$ cat config.mk
export PLATFORM = sky130hd
export DESIGN_NAME = emergency_meeting_ctrl
export DESIGN_NICKNAME = d
export VERILOG_FILES = /design/src/rtl/emergency_meeting_ctrl.sv
export SDC_FILE = /design/constraint.sdc
export NUM_CORES = 1
export LEC_CHECK = 0
export ABC_AREA = 1
export BUFFER_PORTS_ARGS = -buffer_cell sky130_fd_sc_hd__buf_4
export CORE_MARGIN = 8
export CORE_UTILIZATION = 40
export DETAILED_ROUTE_END_ITERATION = 10
export PLACE_DENSITY = 0.73
export SETUP_SLACK_MARGIN = 0.3
export SKIP_LAST_GASP = 1
export SLEW_MARGIN = 20
export SYNTH_ARGS = -nofsm -noshare
export SYNTH_HDL_FRONTEND = slang
export SYNTH_SLANG_ARGS = --single-unit
export TNS_END_PERCENT = 20
$ cat constraint.sdc
create_clock -name Clk -period 3.2 [get_ports Clk]
set_clock_uncertainty 0.05 [all_clocks]
set_input_delay 0.48 -clock Clk [delete_from_list [all_inputs] [get_ports Clk]]
set_output_delay 0.48 -clock Clk [all_outputs]
set_load 0.02 [all_outputs]
$ cat src/rtl/emergency_meeting_ctrl.sv
// Emergency-meeting overlay sequencer: frame-timed blink/hold animation plus 2x-scaled
// megaphone sprite address generation and a registered pixel stage for the color mapper.
module emergency_meeting_ctrl #(
  parameter int       SPRITE_W     = 64,
  parameter int       SPRITE_H     = 64,
  parameter int       SCALE_SHIFT  = 1,
  parameter int       ORIGIN_X     = 256,
  parameter int       ORIGIN_Y     = 176,
  parameter int       BLINK_FRAMES = 8,
  parameter int       BLINK_COUNT  = 3,
  parameter int       HOLD_FRAMES  = 120,
  parameter logic [2:0] TRANSP     = 3'd0
) (
  input  logic        Clk,
  input  logic        Reset_n,
  input  logic        frame_clk,
  input  logic        trigger,
  input  logic [9:0]  DrawX,
  input  logic [9:0]  DrawY,
  input  logic [2:0]  rom_data,
  output logic [18:0] rom_addr,
  output logic [2:0]  pixel_idx,
  output logic        draw_en,
  output logic        meeting_active,
  output logic        done
);

  // state     | meaning
  // IDLE      | overlay off, waiting for a trigger rising edge
  // BLINK_ON  | sprite shown for BLINK_FRAMES frames
  // BLINK_OFF | sprite hidden for BLINK_FRAMES frames
  // HOLD      | sprite shown steadily for HOLD_FRAMES frames
  // DONE      | single-cycle completion pulse, then back to IDLE
  typedef enum logic [2:0] {
    IDLE      = 3'd0,
    BLINK_ON  = 3'd1,
    BLINK_OFF = 3'd2,
    HOLD      = 3'd3,
    DONE      = 3'd4
  } state_t;

  localparam int FC_MAX = (HOLD_FRAMES > BLINK_FRAMES) ? HOLD_FRAMES : BLINK_FRAMES;
  localparam int FCW    = $clog2(FC_MAX + 1);
  localparam int BCW    = $clog2(BLINK_COUNT + 1);
  localparam int W_LOG2 = $clog2(SPRITE_W);

  localparam logic [FCW-1:0] BLINK_LAST = FCW'(BLINK_FRAMES - 1);
  localparam logic [FCW-1:0] HOLD_LAST  = FCW'(HOLD_FRAMES - 1);
  localparam logic [BCW-1:0] BC_LAST    = BCW'(BLINK_COUNT - 1);

  localparam logic [10:0] X_LO = 11'(ORIGIN_X);
  localparam logic [10:0] X_HI = 11'(ORIGIN_X + (SPRITE_W << SCALE_SHIFT));
  localparam logic [10:0] Y_LO = 11'(ORIGIN_Y);
  localparam logic [10:0] Y_HI = 11'(ORIGIN_Y + (SPRITE_H << SCALE_SHIFT));

  state_t         state, state_d;
  logic [FCW-1:0] frame_cnt, frame_cnt_d;
  logic [BCW-1:0] blink_cnt, blink_cnt_d;
  logic [2:0]     fc_sync;
  logic           trig_q;
  logic           tick;
  logic           start;
  logic           visible;
  logic           inwin;
  logic [10:0]    dx, dy, off_x, off_y;
  logic [18:0]    tex_x, tex_y;

  // fc_sync[1:0] is the two-flop synchronizer; fc_sync[2] is the edge-detect history
  always_ff @(posedge Clk or negedge Reset_n) begin
    if (!Reset_n) begin
      fc_sync <= 3'b000;
      trig_q  <= 1'b0;
    end else begin
      fc_sync <= {fc_sync[1:0], frame_clk};
      trig_q  <= trigger;
    end
  end

  assign tick  = fc_sync[1] & ~fc_sync[2];
  assign start = trigger & ~trig_q;

  always_ff @(posedge Clk or negedge Reset_n) begin
    if (!Reset_n) begin
      state     <= IDLE;
      frame_cnt <= '0;
      blink_cnt <= '0;
    end else begin
      state     <= state_d;
      frame_cnt <= frame_cnt_d;
      blink_cnt <= blink_cnt_d;
    end
  end

  always_comb begin
    state_d     = state;
    frame_cnt_d = frame_cnt;
    blink_cnt_d = blink_cnt;
    case (state)
      IDLE: begin
        frame_cnt_d = '0;
        blink_cnt_d = '0;
        if (start) state_d = BLINK_ON;
      end
      BLINK_ON: begin
        if (tick) begin
          if (frame_cnt == BLINK_LAST) begin
            state_d     = BLINK_OFF;
            frame_cnt_d = '0;
          end else begin
            frame_cnt_d = frame_cnt + 1'b1;
          end
        end
      end
      BLINK_OFF: begin
        if (tick) begin
          if (frame_cnt == BLINK_LAST) begin
            frame_cnt_d = '0;
            if (blink_cnt == BC_LAST) begin
              state_d = HOLD;
            end else begin
              state_d     = BLINK_ON;
              blink_cnt_d = blink_cnt + 1'b1;
            end
          end else begin
            frame_cnt_d = frame_cnt + 1'b1;
          end
        end
      end
      HOLD: begin
        if (tick) begin
          if (frame_cnt == HOLD_LAST) begin
            state_d     = DONE;
            frame_cnt_d = '0;
          end else begin
            frame_cnt_d = frame_cnt + 1'b1;
          end
        end
      end
      DONE: begin
        state_d     = IDLE;
        frame_cnt_d = '0;
        blink_cnt_d = '0;
      end
      default: begin
        state_d     = IDLE;
        frame_cnt_d = '0;
        blink_cnt_d = '0;
      end
    endcase
  end

  assign meeting_active = (state != IDLE);
  assign done           = (state == DONE);
  assign visible        = (state == BLINK_ON) || (state == HOLD);

  // Scan position widened to 11 bits so the window upper bounds cannot wrap
  assign dx    = {1'b0, DrawX};
  assign dy    = {1'b0, DrawY};
  assign inwin = (dx >= X_LO) && (dx < X_HI) && (dy >= Y_LO) && (dy < Y_HI);
  assign off_x = dx - X_LO;
  assign off_y = dy - Y_LO;
  assign tex_x = 19'(off_x >> SCALE_SHIFT);
  assign tex_y = 19'(off_y >> SCALE_SHIFT);

  always_comb begin
    rom_addr = '0;
    if (inwin) rom_addr = (tex_y << W_LOG2) + tex_x;
  end

  always_ff @(posedge Clk or negedge Reset_n) begin
    if (!Reset_n) begin
      pixel_idx <= 3'd0;
      draw_en   <= 1'b0;
    end else begin
      pixel_idx <= inwin ? rom_data : 3'd0;
      draw_en   <= visible & inwin & (rom_data != TRANSP);
    end
  end

endmodule

==> impl_metrics.env, run 1 <==
export IMPL_multi_input_area_sq_um=853
export IMPL_status="complete, no violations"
export IMPL_place_congestion=0.825
export IMPL_holdWs_ns=0.0283
export IMPL_grt_usage=0.120
export IMPL_power_leakage_nw=1.21
export IMPL_gr_total_overflow=0
export IMPL_rr_endpoint="state[0]"
export IMPL_p_per_area_nw_per_um2=460
export IMPL_cts_tree="done"
export IMPL_rsz0062_at_grt="no"
export IMPL_worstReg2RegStart="frame_cnt[0]"
export IMPL_crit_type="in -> out"
export IMPL_crit_path_frequent_cell="nand2_1"
export IMPL_p_int_uw=586
export IMPL_syn_to_final_growth_pct=30.0
export IMPL_die_y_microns=78.3
export IMPL_cpMaxStageDelayCell="ha_1"
export IMPL_wl_per_cell_microns=10.5
export IMPL_switching_share=0.369
export IMPL_peakVddDrop_v=0.000209
export IMPL_hp_class="in -> async"
export IMPL_drv_slew=0
export IMPL_cts_sinks=20
export IMPL_root_buffer="clkbuf_8"
export IMPL_synth_warnings=0
export IMPL_ff2ff_path_depth=9
export IMPL_power_frac_comb=0.398
export IMPL_maxCapViolCount=0
export IMPL_max_stage_delay_ns=0.33
export IMPL_clock_fmax_mhz=385
export IMPL_tns_ns=0
export IMPL_grt_start_max_net_pins=21
export IMPL_cts_setup_buffers=0
export IMPL_synth_distinct_cells=25
export IMPL_drt_iter0_drc=34
export IMPL_routed_wl_microns=3490
export IMPL_finalCriticalPeriod_ns=2.60
export IMPL_synth_area_per_cell_sq_um=6.61
export IMPL_row_count=22
export IMPL_arrival_ns=2.07
export IMPL_yosysSeqAreaShare=0.322
export IMPL_cp_required_ns=2.67
export IMPL_layout_drive_gt1_share=0.242
export IMPL_p_seq_frac=0.332
export IMPL_critPathMaxFanout=4
export IMPL_viasPerCell=4.49
export IMPL_core_sq_um=3690
export IMPL_dr_pass1_iters=4
export IMPL_hold_violations=0
export IMPL_fin_util=0.547
export IMPL_dieArea_sq_um=6130
export IMPL_seq_area_sq_um=500
export IMPL_grt_pass1_vias=1487
export IMPL_insertion_delay_ns=0.26
export IMPL_place_inst=329
export IMPL_ioPinCount=52
export IMPL_fill_cells=385
export IMPL_p_clk_frac=0.270
export IMPL_fin_cells=333
export IMPL_crit_chain="buf_4, inv_1, ha_1, inv_1, ha_1, nand2_1, inv_1, a21oi_1, nor2_1, nand2_1, nand2_1, nand2_1, nor2_1, buf_4"
export IMPL_portBuffers=48
export IMPL_switching_power_uw=343
export IMPL_ff2ff_setup_slack_ns=1.66
export IMPL_start_util=0.421
export IMPL_antenna_found_initial=0
export IMPL_grt_first_pass_wirelength_microns=6230
export IMPL_clkTransAtPathRegs_ns=0.07
export IMPL_cts_hold_buffers=0
export IMPL_vias=1495
export IMPL_die_w_microns=78.3
export IMPL_setup_slack_ns=0.600
export IMPL_dp_hpwl_microns=2960
export IMPL_start_kind="input port"
export IMPL_syn_area_sq_um=1550
export IMPL_min_period_over_period=0.812
export IMPL_cp_end_kind="output pin"
export IMPL_place_ws_ns=0.599
export IMPL_antenna_cells=0
export IMPL_drtAntennaViolNets=0
export IMPL_synth_seq_cells=20
export IMPL_htreeDepth=1
export IMPL_finish_net_count=323
export IMPL_finalSetupViolCount=0
export IMPL_cts_resized=0
export IMPL_drc=0
export IMPL_clock_path_buffers=2
export IMPL_cts_buffers=3
export IMPL_synthCells=235
==> critical path: cells and delay by family <==
kind,cells,cell delay (ns)
adder cells (fa/ha/maj),2,0.61
AND/OR/NAND/NOR,6,0.49
buffers and inverters,5,0.41
AO/OA/AOI/OAI,1,0.08
==> power by group through the flow <==
stage / combinational (mW) / sequential [mW] / clock, mW
after CTS: 0.375 / 0.308 / 0.256
after global placement: 0.365 / 0.311 / 0
after floorplan: 0.264 / 0.309 / 0
after global routing: 0.429 / 0.313 / 0.270
final: 0.369 / 0.308 / 0.251
after detailed placement: 0.371 / 0.314 / 0
==> layer usage <==
metal,part of all wire,vias up,track usage
li1,-,800,-
met1,0.46,668,0.137
met2,0.48,21,0.210
met3,0.048,6,0.0433
met4,0.010,0,0.0222
met5,0,-,0
==> area by class of cell <==
cell class	count	share of cell area
multi-input combinational	167	0.423
sequential	20	0.248
timing repair buffer	48	0.179
inverter	46	0.0856
tap	48	0.0298
clock buffer	3	0.0205
clock inverter	1	0.0149
==> metrics by stage <==
stage	total power, mW	instance area, sq um
2_1_floorplan	0.573	1560
3_3_place_gp	0.677	1950
3_5_place_dp	0.685	1950
4_1_cts	0.940	2020
5_1_grt	1.01	2020
6_report	0.929	2020
==> state kept, by name, indices dropped and copies added (netlist names) <==
name	count
frame_cnt	7
fc_sync	3
pixel_idx	3
state	3
blink_cnt	2
draw_en	1
trig_q	1
==> placed cells by master, fill, tap and decap left out, drive strengths merged <==
cell	netlist	layout
nand2	71	71
buf	4	48
inv	46	46
nor2	44	44
dfrtp	20	20
nand3	15	15
ha	9	9
a21oi	5	5
xor2	4	4
nor3	4	4
o21ai	3	3
conb	1	3
clkbuf	0	3
nand4	2	2
xnor2	2	2
o31ai	1	1
a31o	1	1
a31oi	1	1
nand3b	1	1
fa	1	1
bufinv	0	1
==> synthesized netlist by cell type, drive strengths merged <==
master / instances / share of area
xnor2: 2 / 0.011
nor3: 4 / 0.016
ha: 9 / 0.073
a31o: 1 / 0.0056
dfrtp: 20 / 0.32
conb: 1 / 0.0024
a31oi: 1 / 0.0040
nor2: 44 / 0.12
fa: 1 / 0.013
nand3: 15 / 0.056
buf: 4 / 0.022
inv: 46 / 0.11
xor2: 4 / 0.023
o21ai: 3 / 0.0097
o31ai: 1 / 0.0048
a21oi: 5 / 0.016
nand4: 2 / 0.0081
nand2: 71 / 0.17
nand3b: 1 / 0.0048
==> worst max-delay path by stage <==
stage / cells past startpoint / start / endpoint / slack (ns)
3_5_place_dp: 14 / DrawX[8] / rom_addr[12] / 0.60
5_1_grt: 14 / DrawX[8] / rom_addr[12] / 0.41
4_1_cts: 14 / DrawX[8] / rom_addr[12] / 0.59
6_report: 14 / DrawX[8] / rom_addr[12] / 0.60
2_1_floorplan: 10 / DrawX[8] / rom_addr[14] / 0.74
3_3_place_gp: 14 / DrawX[8] / rom_addr[12] / 0.64
==> cell families after synthesis <==
logic type | Yosys count | share of synthesized area
flops | 20 | 0.322
other cells | 1 | 0.00242
fa+ha+maj | 10 | 0.0854
simple gates | 137 | 0.383
compound gates | 11 | 0.0403
buf+inv | 50 | 0.133
xor+xnor | 6 | 0.0338
No activity file was read; power rests on OpenSTA's default activity.
==> inputs of run 2 (changes only) <==
- clock period: 3.2 -> 2.6 ns (I/O delays scaled with it)
==> impl_metrics.env, run 2 (synthesized netlist as in run 1, its figures left out) <==
export IMPL_status="complete, no violations"
export IMPL_ff2ff_path_depth=9
export IMPL_dieArea_sq_um=6130
export IMPL_antenna_found_initial=0
export IMPL_core_sq_um=3690
export IMPL_wl_per_cell_microns=12.1
export IMPL_hold_violations=0
export IMPL_cts_buffers=3
export IMPL_seq_area_sq_um=500
export IMPL_switching_share=0.394
export IMPL_viasPerCell=4.57
export IMPL_grt_usage=0.123
export IMPL_layout_commonest_cell="nand2_1"
export IMPL_p_per_area_nw_per_um2=511
export IMPL_power_leakage_nw=1.26
export IMPL_power_frac_comb=0.450
export IMPL_finish_net_count=335
export IMPL_fin_util=0.593
export IMPL_p_clk_frac=0.211
export IMPL_clock_fmax_mhz=450
export IMPL_place_inst=329
export IMPL_dr_pass1_iters=4
export IMPL_grt_start_max_net_pins=21
export IMPL_largest_reg_flops=7
export IMPL_portBuffers=48
export IMPL_p_int_uw=678
export IMPL_finalCriticalPeriod_ns=2.22
export IMPL_cp_required_ns=2.16
export IMPL_place_ws_ns=0.161
export IMPL_crit_type="in -> out"
export IMPL_p_seq_frac=0.339
export IMPL_multi_input_area_sq_um=920
export IMPL_switching_power_uw=441
export IMPL_dp_hpwl_microns=2970
export IMPL_grt_pass1_vias=1515
export IMPL_finalSetupViolCount=0
export IMPL_root_buffer="clkbuf_8"
export IMPL_clkTransAtPathRegs_ns=0.07
export IMPL_drtAntennaViolNets=0
export IMPL_gr_total_overflow=0
export IMPL_final_cell_mix="nand2_1 (69), buf_4 (56), inv_1 (39), nor2_1 (32), dfrtp_1 (20)"
export IMPL_hp_class="in -> reg"
export IMPL_layout_drive_gt1_share=0.313
export IMPL_peakVddDrop_v=0.000266
export IMPL_crit_path_start="DrawY[4]"
export IMPL_row_count=22
export IMPL_drt_iter0_drc=57
export IMPL_fin_cells=345
export IMPL_routed_wl_microns=4190
export IMPL_cts_sinks=20
export IMPL_maxCapViolCount=0
export IMPL_fill_cells=362
export IMPL_cts_tree="done"
export IMPL_tns_ns=0
export IMPL_arrival_ns=1.78
export IMPL_place_congestion=0.825
export IMPL_start_kind="input port"
export IMPL_insertion_delay_ns=0.26
export IMPL_cp_end_kind="output pin"
export IMPL_start_util=0.421
export IMPL_top_register="frame_cnt"
export IMPL_worstReg2RegStart="frame_cnt[0]"
export IMPL_drc=0
export IMPL_clock_path_buffers=2
export IMPL_drv_slew=0
export IMPL_min_from="frame_clk"
export IMPL_min_period_over_period=0.855
export IMPL_die_w_microns=78.3
export IMPL_setup_slack_ns=0.377
export IMPL_ioPinCount=52
export IMPL_holdPathStages=1
export IMPL_antenna_cells=0
export IMPL_htreeDepth=1
export IMPL_syn_to_final_growth_pct=40.9
export IMPL_rsz0062_at_grt="yes"
export IMPL_die_y_microns=78.3
export IMPL_grt_first_pass_wirelength_microns=6420
export IMPL_vias=1577
export IMPL_critPathMaxFanout=8
[run 2: changes by cell type in the layout (fill, tap and decap cells not counted), sizes merged]
cell | before | now
buf | 48 | 59
dlygate4sd3 | 0 | 1
clkbuf | 3 | 4
bufinv | 1 | 0
[run 2: final timing paths]
path / endpoint / slack [ns]
max: rom_addr[11] / 0.38
min: fc_sync[0] / 0.19
max reg2reg: state[0] / 1.04
min reg2reg: fc_sync[1] / 0.31
max in group asynchronous: fc_sync[0] / 1.81
min in group asynchronous: frame_cnt[3] / 0.48
[run 2: layer usage]
layer	global-route usage	up-vias	routed length, microns
met5	0	-	0
met4	0.0167	0	51
met3	0.0399	8	210
met2	0.220	41	2160
met1	0.142	703	1760
li1	-	825	-
[run 2: power groups by stage]
stage / sequential (mW) / combinational, mW / clock (mW)
2_1_floorplan: 0.381 / 0.325 / 0
6_report: 0.379 / 0.504 / 0.236
3_5_place_dp: 0.386 / 0.457 / 0
5_1_grt: 0.385 / 0.573 / 0.258
4_1_cts: 0.379 / 0.471 / 0.241
3_3_place_gp: 0.383 / 0.449 / 0
[run 2: per-stage QoR]
| stage | hold WS, ns | total power, mW | instance area, sq um |
|---|---|---|---|
| floorplan | 0.0444 | 0.706 | 1560 |
| global placement | 0.232 | 0.833 | 1950 |
| detailed placement | 0.231 | 0.843 | 1950 |
| CTS | 0.182 | 1.09 | 2040 |
| global route | 0.178 | 1.22 | 2190 |
| finish | 0.186 | 1.12 | 2190 |
[run 2: timing repair]
action | CTS | global route
cloned | 0 | 0
hold endpoints to repair | 20 | 0
setup endpoints to repair | 5 | 16
gates resized for setup | 5 | 19
setup buffers | 0 | 11
hold buffers | 1 | 0
pin swaps | 1 | 10
[run 2: worst max-delay path, stage by stage]
cell and delay, ns:
buf_4 0.13, ha_1 0.21, inv_1 0.09, nand2_1 0.08
nor2_1 0.09, nor2_1 0.05, nor2_2 0.17, nand3_4 0.14
buf_4 0.19, nor2_1 0.10, buf_4 0.15
[run 2: final cells by class]
| type | count | area share |
|---|---|---|
| multi-input combinational | 167 | 0.420 |
| inverter | 46 | 0.0846 |
| sequential | 20 | 0.229 |
| clock buffer | 4 | 0.0252 |
| tap | 48 | 0.0274 |
| timing repair buffer | 60 | 0.214 |
